==> src/rtl/arb_mux_pkg.sv <==
// Shared definitions for the arb_mux arbitrating multiplexer: arbitration
// mode constants and the select-width helper.
package arb_mux_pkg;

  localparam int ARB_FIXED = 0;
  localparam int ARB_RR    = 1;

  // ceil(log2(n)), never below 1 so a 2-channel mux still has a select bit
  function automatic int sel_width(input int n);
    int w;
    w = 0;
    for (int i = 0; i < 31; i++) begin
      if ((1 << i) < n) w = i + 1;
    end
    return (w < 1) ? 1 : w;
  endfunction

endpackage

==> src/rtl/arb_mux_if.sv <==
// Producer/consumer bundle for arb_mux. slave = the mux, master = the
// surrounding producers and consumer. in_last exists only with ARB_MUX_LOCK_EN.
interface arb_mux_if #(
  parameter int N_CH  = 4,
  parameter int WIDTH = 32
);
  import arb_mux_pkg::*;

  localparam int SEL_W = sel_width(N_CH);

  logic [N_CH-1:0]       in_valid;
  logic [N_CH*WIDTH-1:0] in_data;
`ifdef ARB_MUX_LOCK_EN
  logic [N_CH-1:0]       in_last;
`endif
  logic [N_CH-1:0]       in_ready;
  logic                  out_valid;
  logic [WIDTH-1:0]      out_data;
  logic [SEL_W-1:0]      out_sel;
  logic                  out_ready;

`ifdef ARB_MUX_LOCK_EN
  modport master (
    output in_valid, in_data, in_last, out_ready,
    input  in_ready, out_valid, out_data, out_sel
  );
  modport slave (
    input  in_valid, in_data, in_last, out_ready,
    output in_ready, out_valid, out_data, out_sel
  );
`else
  modport master (
    output in_valid, in_data, out_ready,
    input  in_ready, out_valid, out_data, out_sel
  );
  modport slave (
    input  in_valid, in_data, out_ready,
    output in_ready, out_valid, out_data, out_sel
  );
`endif

endinterface

==> src/rtl/arb_mux_grant.sv <==
// Combinational arbiter: fixed-priority or round-robin pick among requests,
// optionally restricted to a locked channel. Emits one-hot grant and its index.
module arb_mux_grant
  import arb_mux_pkg::*;
#(
  parameter int N_CH  = 4,
  parameter int MODE  = ARB_RR,
  parameter int SEL_W = sel_width(N_CH)
) (
  input  logic [N_CH-1:0]  req,
  input  logic [SEL_W-1:0] rr_ptr,
  input  logic             locked,
  input  logic [SEL_W-1:0] lock_sel,
  output logic [N_CH-1:0]  grant,
  output logic [SEL_W-1:0] grant_idx,
  output logic             grant_any
);

  logic [SEL_W-1:0] start;
  logic [N_CH-1:0]  eff_req;
  logic [N_CH-1:0]  upper_req;
  logic [SEL_W-1:0] upper_idx;
  logic [SEL_W-1:0] low_idx;
  logic             upper_any;

  assign start = (MODE == ARB_RR) ? rr_ptr : '0;

  // Requests at or above the pointer win first; otherwise wrap to the lowest.
  genvar gi;
  generate
    for (gi = 0; gi < N_CH; gi++) begin : g_req
      assign eff_req[gi]   = req[gi] && (!locked || (lock_sel == SEL_W'(gi)));
      assign upper_req[gi] = eff_req[gi] && (SEL_W'(gi) >= start);
      assign grant[gi]     = grant_any && (grant_idx == SEL_W'(gi));
    end
  endgenerate

  always_comb begin
    upper_idx = '0;
    low_idx   = '0;
    for (int i = N_CH - 1; i >= 0; i--) begin
      if (upper_req[i]) upper_idx = SEL_W'(i);
      if (eff_req[i])   low_idx   = SEL_W'(i);
    end
  end

  assign upper_any = |upper_req;
  assign grant_any = |eff_req;
  assign grant_idx = upper_any ? upper_idx : low_idx;

endmodule

==> src/rtl/arb_mux.sv <==
// N-channel arbitrating mux with a one-entry registered output stage.
// Define ARB_MUX_LOCK_EN to hold the grant on a channel until its in_last beat.
module arb_mux
  import arb_mux_pkg::*;
#(
  parameter int N_CH  = 4,
  parameter int WIDTH = 32,
  parameter int MODE  = ARB_RR
) (
  input  logic     clk,
  input  logic     rst_n,
  arb_mux_if.slave bus
);

  localparam int SEL_W = sel_width(N_CH);

  logic [SEL_W-1:0] rr_ptr_reg;
  logic [SEL_W-1:0] rr_ptr_next;
  logic             out_valid_reg;
  logic [WIDTH-1:0] out_data_reg;
  logic [SEL_W-1:0] out_sel_reg;
  logic             locked;
  logic [SEL_W-1:0] lock_sel;
  logic [N_CH-1:0]  grant;
  logic [SEL_W-1:0] grant_idx;
  logic             grant_any;
  logic             can_load;
  logic             xfer;
  logic             burst_end;
  logic [WIDTH-1:0] ch_data [N_CH];

  genvar gi;
  generate
    for (gi = 0; gi < N_CH; gi++) begin : g_ch
      assign ch_data[gi] = bus.in_data[gi*WIDTH +: WIDTH];
    end
  endgenerate

  arb_mux_grant #(
    .N_CH  (N_CH),
    .MODE  (MODE),
    .SEL_W (SEL_W)
  ) u_grant (
    .req       (bus.in_valid),
    .rr_ptr    (rr_ptr_reg),
    .locked    (locked),
    .lock_sel  (lock_sel),
    .grant     (grant),
    .grant_idx (grant_idx),
    .grant_any (grant_any)
  );

  assign can_load     = !out_valid_reg || bus.out_ready;
  assign xfer         = can_load && grant_any;
  assign bus.in_ready = can_load ? grant : '0;

`ifdef ARB_MUX_LOCK_EN
  logic             locked_reg;
  logic [SEL_W-1:0] lock_sel_reg;

  always_ff @(posedge clk or negedge rst_n) begin
    if (!rst_n) begin
      locked_reg   <= 1'b0;
      lock_sel_reg <= '0;
    end else if (xfer) begin
      locked_reg   <= !burst_end;
      lock_sel_reg <= grant_idx;
    end
  end

  assign locked    = locked_reg;
  assign lock_sel  = lock_sel_reg;
  assign burst_end = bus.in_last[grant_idx];
`else
  assign locked    = 1'b0;
  assign lock_sel  = '0;
  assign burst_end = 1'b1;
`endif

  // Explicit wrap keeps the pointer inside 0..N_CH-1 for non-power-of-two N_CH.
  always_comb begin
    rr_ptr_next = rr_ptr_reg;
    if (xfer && burst_end) begin
      rr_ptr_next = (grant_idx == SEL_W'(N_CH - 1)) ? '0 : grant_idx + 1'b1;
    end
  end

  always_ff @(posedge clk or negedge rst_n) begin
    if (!rst_n) begin
      rr_ptr_reg    <= '0;
      out_valid_reg <= 1'b0;
      out_data_reg  <= '0;
      out_sel_reg   <= '0;
    end else begin
      rr_ptr_reg <= rr_ptr_next;
      if (xfer) begin
        out_valid_reg <= 1'b1;
        out_data_reg  <= ch_data[grant_idx];
        out_sel_reg   <= grant_idx;
      end else if (bus.out_ready) begin
        out_valid_reg <= 1'b0;
      end
    end
  end

  assign bus.out_valid = out_valid_reg;
  assign bus.out_data  = out_data_reg;
  assign bus.out_sel   = out_sel_reg;

endmodule

==> src/flat_wrapper.sv <==
// flat-port wrapper written by rule: the top's interface ports become plain ports
module arb_mux_flat import arb_mux_pkg::*;
#(
  parameter int N_CH  = 4,
  parameter int WIDTH = 32,
  parameter int MODE  = ARB_RR
)
  (clk, rst_n, bus_in_valid, bus_in_data, bus_out_ready, bus_in_ready, bus_out_valid, bus_out_data, bus_out_sel);
  arb_mux_if #(.N_CH(N_CH), .WIDTH(WIDTH)) bus_i ();
  input  logic clk;
  input  logic rst_n;
  input wire logic [$bits(bus_i.in_valid)-1:0] bus_in_valid;
  input wire logic [$bits(bus_i.in_data)-1:0] bus_in_data;
  input wire logic [$bits(bus_i.out_ready)-1:0] bus_out_ready;
  output wire logic [$bits(bus_i.in_ready)-1:0] bus_in_ready;
  output wire logic [$bits(bus_i.out_valid)-1:0] bus_out_valid;
  output wire logic [$bits(bus_i.out_data)-1:0] bus_out_data;
  output wire logic [$bits(bus_i.out_sel)-1:0] bus_out_sel;
  assign bus_i.in_valid = bus_in_valid;
  assign bus_i.in_data = bus_in_data;
  assign bus_i.out_ready = bus_out_ready;
  assign bus_in_ready = bus_i.in_ready;
  assign bus_out_valid = bus_i.out_valid;
  assign bus_out_data = bus_i.out_data;
  assign bus_out_sel = bus_i.out_sel;
  arb_mux #(.N_CH(N_CH), .WIDTH(WIDTH), .MODE(MODE)) u_core (.clk(clk), .rst_n(rst_n), .bus(bus_i));
endmodule
==> config.mk <==
export PLATFORM = sky130hd
export DESIGN_NAME = arb_mux_flat
export DESIGN_NICKNAME = d
export VERILOG_FILES = /design/src/rtl/arb_mux_pkg.sv /design/src/rtl/arb_mux_if.sv /design/src/rtl/arb_mux_grant.sv /design/src/rtl/arb_mux.sv /design/src/flat_wrapper.sv
export SDC_FILE = /design/constraint.sdc
export NUM_CORES = 1
export LEC_CHECK = 0
export ABC_AREA = 1
export BUFFER_PORTS_ARGS = -buffer_cell sky130_fd_sc_hd__buf_4
export CORE_MARGIN = 2
export CORE_UTILIZATION = 35
export CTS_CLUSTER_DIAMETER = 50
export DETAILED_ROUTE_END_ITERATION = 10
export PLACE_DENSITY = 0.67
export SYNTH_ARGS = -nofsm -noshare
export SYNTH_HDL_FRONTEND = slang
export SYNTH_SLANG_ARGS = --single-unit
==> constraint.sdc <==
create_clock -name clk -period 4.4 [get_ports clk]
set_input_delay 0.88 -clock clk [delete_from_list [all_inputs] [get_ports clk]]
set_output_delay 0.88 -clock clk [all_outputs]
set_load 0.005 [all_outputs]
# [After elaboration in Yosys (flattened, before gate mapping)]
# Index checks and enable logic that the tools add are counted.
[op_classes] addsub=1 order_cmp=5 eq_ne=3 n_mux=16 bitwise=1 reduce_logical=15
[op_table] operator="$bmux 32 s2" n=1
[op_table] operator="$mux 32" n=2
[op_table] operator="$mux 2" n=10
[op_table] operator="$logic_and 1x1->1" n=9
[op_table] operator="$reduce_or 4->1" n=2
[op_table] operator="$eq 2x2->1 const B" n=2
[op_table] operator="$ge 1x2->1 const A" n=2
[op_table] operator="$ge 2x2->1 const A" n=2
[op_table] operator="$mux 4" n=1
[op_table] operator="$ge 3x3->1 const B" n=1
[op_table] operator="$not 2->3" n=1
[op_table] operator="$add 2x1->2 const B" n=1
[op_table] operator="$eq 2x1->1 const B" n=1
[op_table] operator="$logic_not 2->1" n=1
[op_table] operator="$mux 1" n=2
[op_table] operator="$reduce_bool 2->1" n=1
[op_table] operator="$logic_not 1->1" n=1
[op_table] operator="$logic_or 1x1->1" n=1
[totals] ff_bits=37 inputBits=135 output_inout_bits=39 word_cells=45

# [Longest topological paths before layout]
# Gate-level depths: netlist of the first run.
[logic_depth] depth_word=11 depth_mapped=12 depth_no_buf=11

# [Modules after synthesis]
# From an unflattened synthesis of the first run, not the netlist that was laid out.
[hier_totals] hier_cells=583 hier_area_um2=3283.1
[modules_own_cells] module="arb_mux" n_inst=1 cells_per_inst=539 area_each_um2=3050.4 seq_area_each_um2=925.9
[modules_own_cells] module="arb_mux_grant" n_inst=1 cells_per_inst=44 area_each_um2=232.7 seq_area_each_um2=0.0

# [Worst setup path after synthesis of the first run]
# No wires, ideal clock.
[synth_path] kind="in2out" start="input port bus_in_valid[1]" end="output port bus_in_ready[3]" arrival_time_ps=1823 required_ps=3520 setup_slack_ps=1697 stages=9 path_buffers=1 cell_sequence="inv_1 -> nand3_1 -> nand3_1 -> nand2_4 -> inv_4 -> buf_4 -> ha_1 -> inv_1 -> nor2_1"
[synth_between] elab_chain_len=7 elab_cells_between_ends=11 classes_between="eq/ne (1); mux (6); reduce/logical (4)"
[synth_lines] element="start: declaration" line_no="flat_wrapper.sv:12" text="input wire logic [$bits(bus_i.in_valid)-1:0] bus_in_valid;"
[synth_lines] element="$logic_and 1x1->1" line_no="arb_mux_grant.sv:33" text="assign upper_req[gi] = eff_req[gi] && (SEL_W'(gi) >= start);"
[synth_lines] element="$mux 2 (2 in series)" line_no="arb_mux_grant.sv:42" text="if (upper_req[i]) upper_idx = SEL_W'(i);"
[synth_lines] element="$mux 2" line_no="arb_mux_grant.sv:49" text="assign grant_idx = upper_any ? upper_idx : low_idx;"
[synth_lines] element="$eq 2x2->1" line_no="arb_mux_grant.sv:34" text="assign grant[gi] = grant_any && (grant_idx == SEL_W'(gi));"
[synth_lines] element="$logic_and 1x1->1 *" line_no="arb_mux_grant.sv:34"
[synth_lines] element="$mux 4 *" line_no="arb_mux.sv:55" text="assign bus.in_ready = can_load ? grant : '0;"
[synth_lines] element="end: declaration" line_no="flat_wrapper.sv:15" text="output wire logic [$bits(bus_i.in_ready)-1:0] bus_in_ready;"
# Every way passes the cells marked *; elsewhere a longest branch is shown, timed or not.

# [Worst setup path in the final report of the first run]
# Ends and elaborated chain as after synthesis.

==> results.toml, run 1 <==
[critical_path]
cpLargestDelayFamily = "buffers and inverters"
critPathRequiredTime_ns = 3.52
cp.buffers_inverters = 5
crit_chain = "buf_4, inv_1, nand3_1, nand3_1, nand2_4, inv_4, ha_1, inv_1, nor2_1, buf_4"
slowest_delay_ns = 0.26
slowest_stage = "inv_4"
setup.worst_path.end_class = "output pin"
critical_path.startpoint_type = "input pin"
crit_fanout = 19
path_class = "in2out"
worstPathArrival_ns = 2.25

[run_status]
status = "complete, no violations"

[finish]
diodes = 0
area_delta_synth_final_pct = 47.98
nNetsFinal = 770
final_area_mm2 = 0.004314
final_layout_size_suffix_gt1_share_pct = 29.97
final_core_util_pct = 53.04
largest_reg_flops = 32
instances_no_fill = 739

[floorplan]
dieWidth_um = 95.27
ios = 174
fp.dieH_um = 95.27
rows = 33
die_area_mm2 = 0.009075
core_area_mm2 = 0.008134
initial_core_util_pct = 35.84

[synth]
synth_edf_count = 0
synth_seq_cells = 37
synth_ff_type = "dfrtp_1"
yosys_warnings = 0
avgSynthCellArea_um2 = 6.125
synth_fp_nets = 612
synth_cell_types = 23
syn_area_mm2 = 0.002915
async_flop_share_pct = 100.0
ys_seq_area_share_pct = 31.76
postSynthCellCount = 476

[sta]
fmaxAchievable_mhz = 319.1
hold_viol_final = 0
tns_ns = 0
worst-slew-pin-transition_ns = 0.7930
period_needed_ns = 3.134
setup_viol_count_final = 0
fin_crit_sh_pct = 71.22
fin_skew_ns = 0.008157
final-max-slew-violation-count = 0
relSlewSlack_pct = 47.13
rsz0062_at_grt = "no"

[power_and_ir_drop]
p_per_area_mw_per_mm2 = 458.2
power_frac_clock_pct = 12.0
p_comb_share_pct = 57.4
netSwitchingPower_uw = 825.6
peakVddDrop_mv = 0.2073
swShare_pct = 41.76
power_frac_seq_pct = 30.6
internal_power_mw = 1.151
leakage_nw = 2.609

[global_route]
antenna_found_initial = 0
grt_use_total_pct = 19.58
overflow = 0
grt_pass1_vias = 3166
grt_max_degree = 93
grt_pass1_wl_um = 14080

[worst_hold_path]
hp-class = "reg2reg"

[route]
vias_per_cell = 4.641
totalWireLength_um = 9231
detailroute.via_count = 3430
drt-initial-drc-count = 149
drt-wirelength-per-cell_um = 12.49
ant_nets = 0
drc = 0
first_pass_iters = 4

[clock_network]
clockBufferDepth = 2
cts_tree = "done"
h-tree-depth = 2
clk_pin_slew_ns = 0.07
cts_buffers = 5
cts_setup_buffers = 0
cts_hold_buf = 0
cts_root_buf = "clkbuf_8"
clk_latency_ns = 0.28
ctsResizeCount = 0
cts.sinks = 37

[place]
dpl.hpwl_um = 6908
dp.cells = 732
place_congestion = 0.8860
io_buffers = 173
post_dp_cell_area_mm2 = 0.004228

[flow_run]
cap_violations = 0
[worst paths after layout]
| kind | end | slack (ns) | depth (start not counted) | start |
|---|---|---|---|---|
| setup / recovery | bus_in_ready[3] | 1.27 | 10 | bus_in_valid[1] |
| hold / removal | u_core.bus.out_data[27]$_DFFE_PN0P_ | 0.48 | 2 | u_core.bus.out_data[27]$_DFFE_PN0P_ |
| hold reg to reg | u_core.bus.out_data[27]$_DFFE_PN0P_ | 0.48 | 2 | u_core.bus.out_data[27]$_DFFE_PN0P_ |
| max in group asynchronous | u_core.bus.out_data[5]$_DFFE_PN0P_ | 3.50 | 1 | rst_n |
| min in group asynchronous | u_core.bus.out_data[2]$_DFFE_PN0P_ | 0.55 | 1 | rst_n |
| setup reg to reg | u_core.bus.out_data[1]$_DFFE_PN0P_ | 2.00 | 13 | u_core.rr_ptr_reg[0]$_DFFE_PN0P_ |
[tightest hold or removal path, delay by kind of cell (launching register included)]
| family | cells | cell delay (ns) |
|---|---|---|
| flops | 1 | 0.35 |
| simple gates | 2 | 0.10 |
[Yosys cell counts, types with 2 or more instances]
cell	n	area [um2]
nand2_2	2	12.51
buf_2	19	95.09
dfrtp_1	37	925.9
inv_1	103	386.6
buf_4	5	37.54
nand2_1	157	589.3
nor2_1	9	33.78
nand2_4	2	22.52
o211ai_1	17	127.6
nand3_1	97	485.5
or2_0	8	50.05
or2_1	9	56.30
[layout make-up]
class                      instances  area [um2]
timing repair buffer             177        1329
clock buffer                       7       86.33
inverter                         104       392.9
multi-input combinational        309        1449
sequential                        37       925.9
tap                              105       131.4
fill                             840        3820
[placed cells by master, fill, tap and decap left out]
cell type / instances
buf_4: 177
nand2_1: 157
inv_1: 103
nand3_1: 97
dfrtp_1: 37
o211ai_1: 17
nor2_1: 9
or2_1: 9
or2_0: 8
clkbuf_8: 6
nand2_4: 2
nand2_2: 2
and2_1: 1
inv_4: 1
a21oi_1: 1
nand4_1: 1
nor2_8: 1
nor2_4: 1
o21ai_1: 1
o21ai_0: 1
ha_1: 1
clkbuf_1: 1
[power groups by stage]
stage | logic [mW] | registers, mW | clock network, mW
6_report | 1.13 | 0.604 | 0.238
5_1_grt | 1.29 | 0.625 | 0.263
3_3_place_gp | 1.13 | 0.607 | 0
2_1_floorplan | 0.662 | 0.607 | 0
4_1_cts | 1.15 | 0.604 | 0.250
3_5_place_dp | 1.15 | 0.608 | 0
[metal layers]
metal,wire (um),vias up,part of all wire [%],global-route usage [%]
met4,109,0,1.2,5.918
li1,-,1759,-,-
met1,3834,1477,42,23.00
met5,0,-,0,0
met3,1118,8,12,5.455
met2,4168,186,45,34.57
[per-stage QoR]
stage          worst slack, ns  hold WS [ns]  power, mW
2_1_floorplan            1.697        0.4724      1.269
3_3_place_gp             1.374        0.4670      1.734
3_5_place_dp             1.297        0.4681      1.755
4_1_cts                  1.287        0.4870      2.004
5_1_grt                  1.187        0.5129      2.173
6_report                 1.266        0.4829      1.977
[cell families (layout without fill, tap and decap cells)]
kind of cell    count (synthesis)  after routing  synth area share, %
simple gates                  288            288                44.38
fa+ha+maj                       1              1               0.4291
compound gates                 20             20                4.892
buf+inv                       130            288                18.54
flops                          37             37                31.76
(Power assumes the default switching activity.)
==> run 2: changes to the inputs <==
- clock period: 4.4 -> 3 ns (I/O delays scaled with it)
==> run 2 against run 1 <==
  * Critical path depth decreased by 1
  * Routed wire length grew 0.91%
  * Die area is the same
  * Non-clock buffer count is 2 higher
  * Cell count increased by 0.41%
  * Register-to-register slack lost 0.96 ns
  * Utilization is 0.14 points higher
  * Clock-buffer cell count down 1
  * Clock skew is 0.0024 ns lower
  * Critical path type is now reg2out
  * Critical endpoint is now bus_in_ready[2]
  * Largest power group unchanged
  * Highest routed layer unchanged
==> results.toml, run 2 (same netlist as run 1, synthesis figures left out) <==
[sta]
fin_skew_ns = 0.005801
hold_viol_final = 0
worst-slew-pin-transition_ns = 0.5337
fin_crit_sh_pct = 87.83
setup_slack_ns = 0.3652
period_needed_ns = 2.635
setup_viol_count_final = 0
tns_ns = 0
fmaxAchievable_mhz = 379.5
relSlewSlack_pct = 64.42
rsz0062_at_grt = "no"
final-max-slew-violation-count = 0

[power_and_ir_drop]
leakage_nw = 2.620
peakVddDrop_mv = 0.2973
p_per_area_mw_per_mm2 = 671.2

[critical_path]
slowest_delay_ns = 0.40
cp.depth = 9
cp.buffers_inverters = 2
reg2reg_from = "u_core.rr_ptr_reg[0]$_DFFE_PN0P_"
r2r-end = "u_core.bus.out_data[1]$_DFFE_PN0P_"
cpLargestDelayFamily = "simple AND/OR/NAND/NOR gates"
worstPathArrival_ns = 2.03
critical_path.startpoint_type = "flip-flop"
slowest_stage = "dfrtp_1"
crit_fanout = 31
crit_path_frequent_cell = "nand2_1"
reg2reg_depth = 12
cp-endpoint = "bus_in_ready[2]"
reg2reg_slack_ns = 1.04
cp-startpoint = "u_core.rr_ptr_reg[0]$_DFFE_PN0P_"
path_class = "reg2out"
setup.worst_path.end_class = "output pin"
crit_chain = "nand2_1, nand2_1, nand2_1, nand2_1, nand2_1, buf_4, nand3_1, nor2_1, buf_4"
critPathRequiredTime_ns = 2.40

[global_route]
antenna_found_initial = 0
overflow = 0
grt_pass1_wl_um = 14320
grt_pass1_vias = 3083
grt_use_total_pct = 19.76
grt_max_degree = 60

[clock_network]
cts.sinks = 37
cts_setup_buffers = 0
ctsResizeCount = 0
cts_hold_buf = 0
cts_tree = "done"
clk_pin_slew_ns = 0.08
cts_root_buf = "clkbuf_8"
clockBufferDepth = 2
cts_buffers = 5
h-tree-depth = 2
clk_latency_ns = 0.28

[worst_hold_path]
hp-class = "in2async"

[floorplan]
die_area_mm2 = 0.009075
dieWidth_um = 95.27
ios = 174
initial_core_util_pct = 35.84
rows = 33
core_area_mm2 = 0.008134
fp.dieH_um = 95.27

[place]
dpl.hpwl_um = 7029
io_buffers = 173
place_congestion = 0.8082
dp_worst_setup_slack_ns = 0.4244

[finish]
final_common_cell = "buf_4"
diodes = 0
multi_input_area_mm2 = 0.001449
final_layout_size_suffix_gt1_share_pct = 30.30
register_area_um2 = 925.9
nFillCells = 807
largest_reg_flops = 32
layout_common_cells = "buf_4 (179), nand2_1 (157), inv_1 (103)"
area_delta_synth_final_pct = 48.37
nNetsFinal = 772

[route]
first_pass_iters = 4
vias_per_cell = 4.589
ant_nets = 0
detailroute.via_count = 3405
drt-wirelength-per-cell_um = 12.55
totalWireLength_um = 9315
drc = 0
drt-initial-drc-count = 99

[run_status]
status = "complete, no violations"

[flow_run]
cap_violations = 0
==> run 2: power by group <==
group          internal [mW]  switching, mW
logic                  0.773          0.909
clock network          0.161          0.175
registers              0.740          0.146
total                   1.67           1.23
==> run 2: worst min-delay path by stage <==
stage               slack, ns                                start                             endpoint  cells past startpoint
floorplan                0.30                                rst_n   u_core.bus.out_data[0]$_DFFE_PN0P_                      0
global placement         0.47  u_core.bus.out_data[24]$_DFFE_PN0P_  u_core.bus.out_data[24]$_DFFE_PN0P_                      2
detailed placement       0.47   u_core.bus.out_data[6]$_DFFE_PN0P_   u_core.bus.out_data[6]$_DFFE_PN0P_                      2
CTS                      0.29                                rst_n   u_core.bus.out_data[6]$_DFFE_PN0P_                      1
global route             0.30                                rst_n  u_core.bus.out_data[12]$_DFFE_PN0P_                      1
finish                   0.28                                rst_n   u_core.bus.out_data[6]$_DFFE_PN0P_                      1
==> run 2: through the flow <==
stage          util (%)  hold WS, ns  instance area, um2  power (mW)  cells
6_report          53.18       0.2759                4325       2.903    742
5_1_grt           53.18       0.3029                4325       3.177    742
4_1_cts           53.18       0.2868                4325       2.941    742
3_5_place_dp      52.16       0.4712                4243       2.585    734
3_3_place_gp      52.16       0.4688                4243       2.561    734
2_1_floorplan         -       0.3044                2915       1.861    476
==> run 2: cell type report <==
cell class / instances / area share (%)
Tap cell: 105 / 3.037
Clock buffer: 6 / 1.678
Timing Repair Buffer: 179 / 31.07
Clock inverter: 2 / 0.2314
Multi-Input combinational cell: 309 / 33.50
Inverter: 104 / 9.083
Sequential cell: 37 / 21.41
==> run 2: routing by layer <==
layer,track usage (%),vias to the layer above,part of all wire (%)
li1,-,1761,-
met1,26.33,1458,44
met3,4.111,16,11
met5,0,-,0
met2,31.92,170,43
met4,6.522,0,1.7
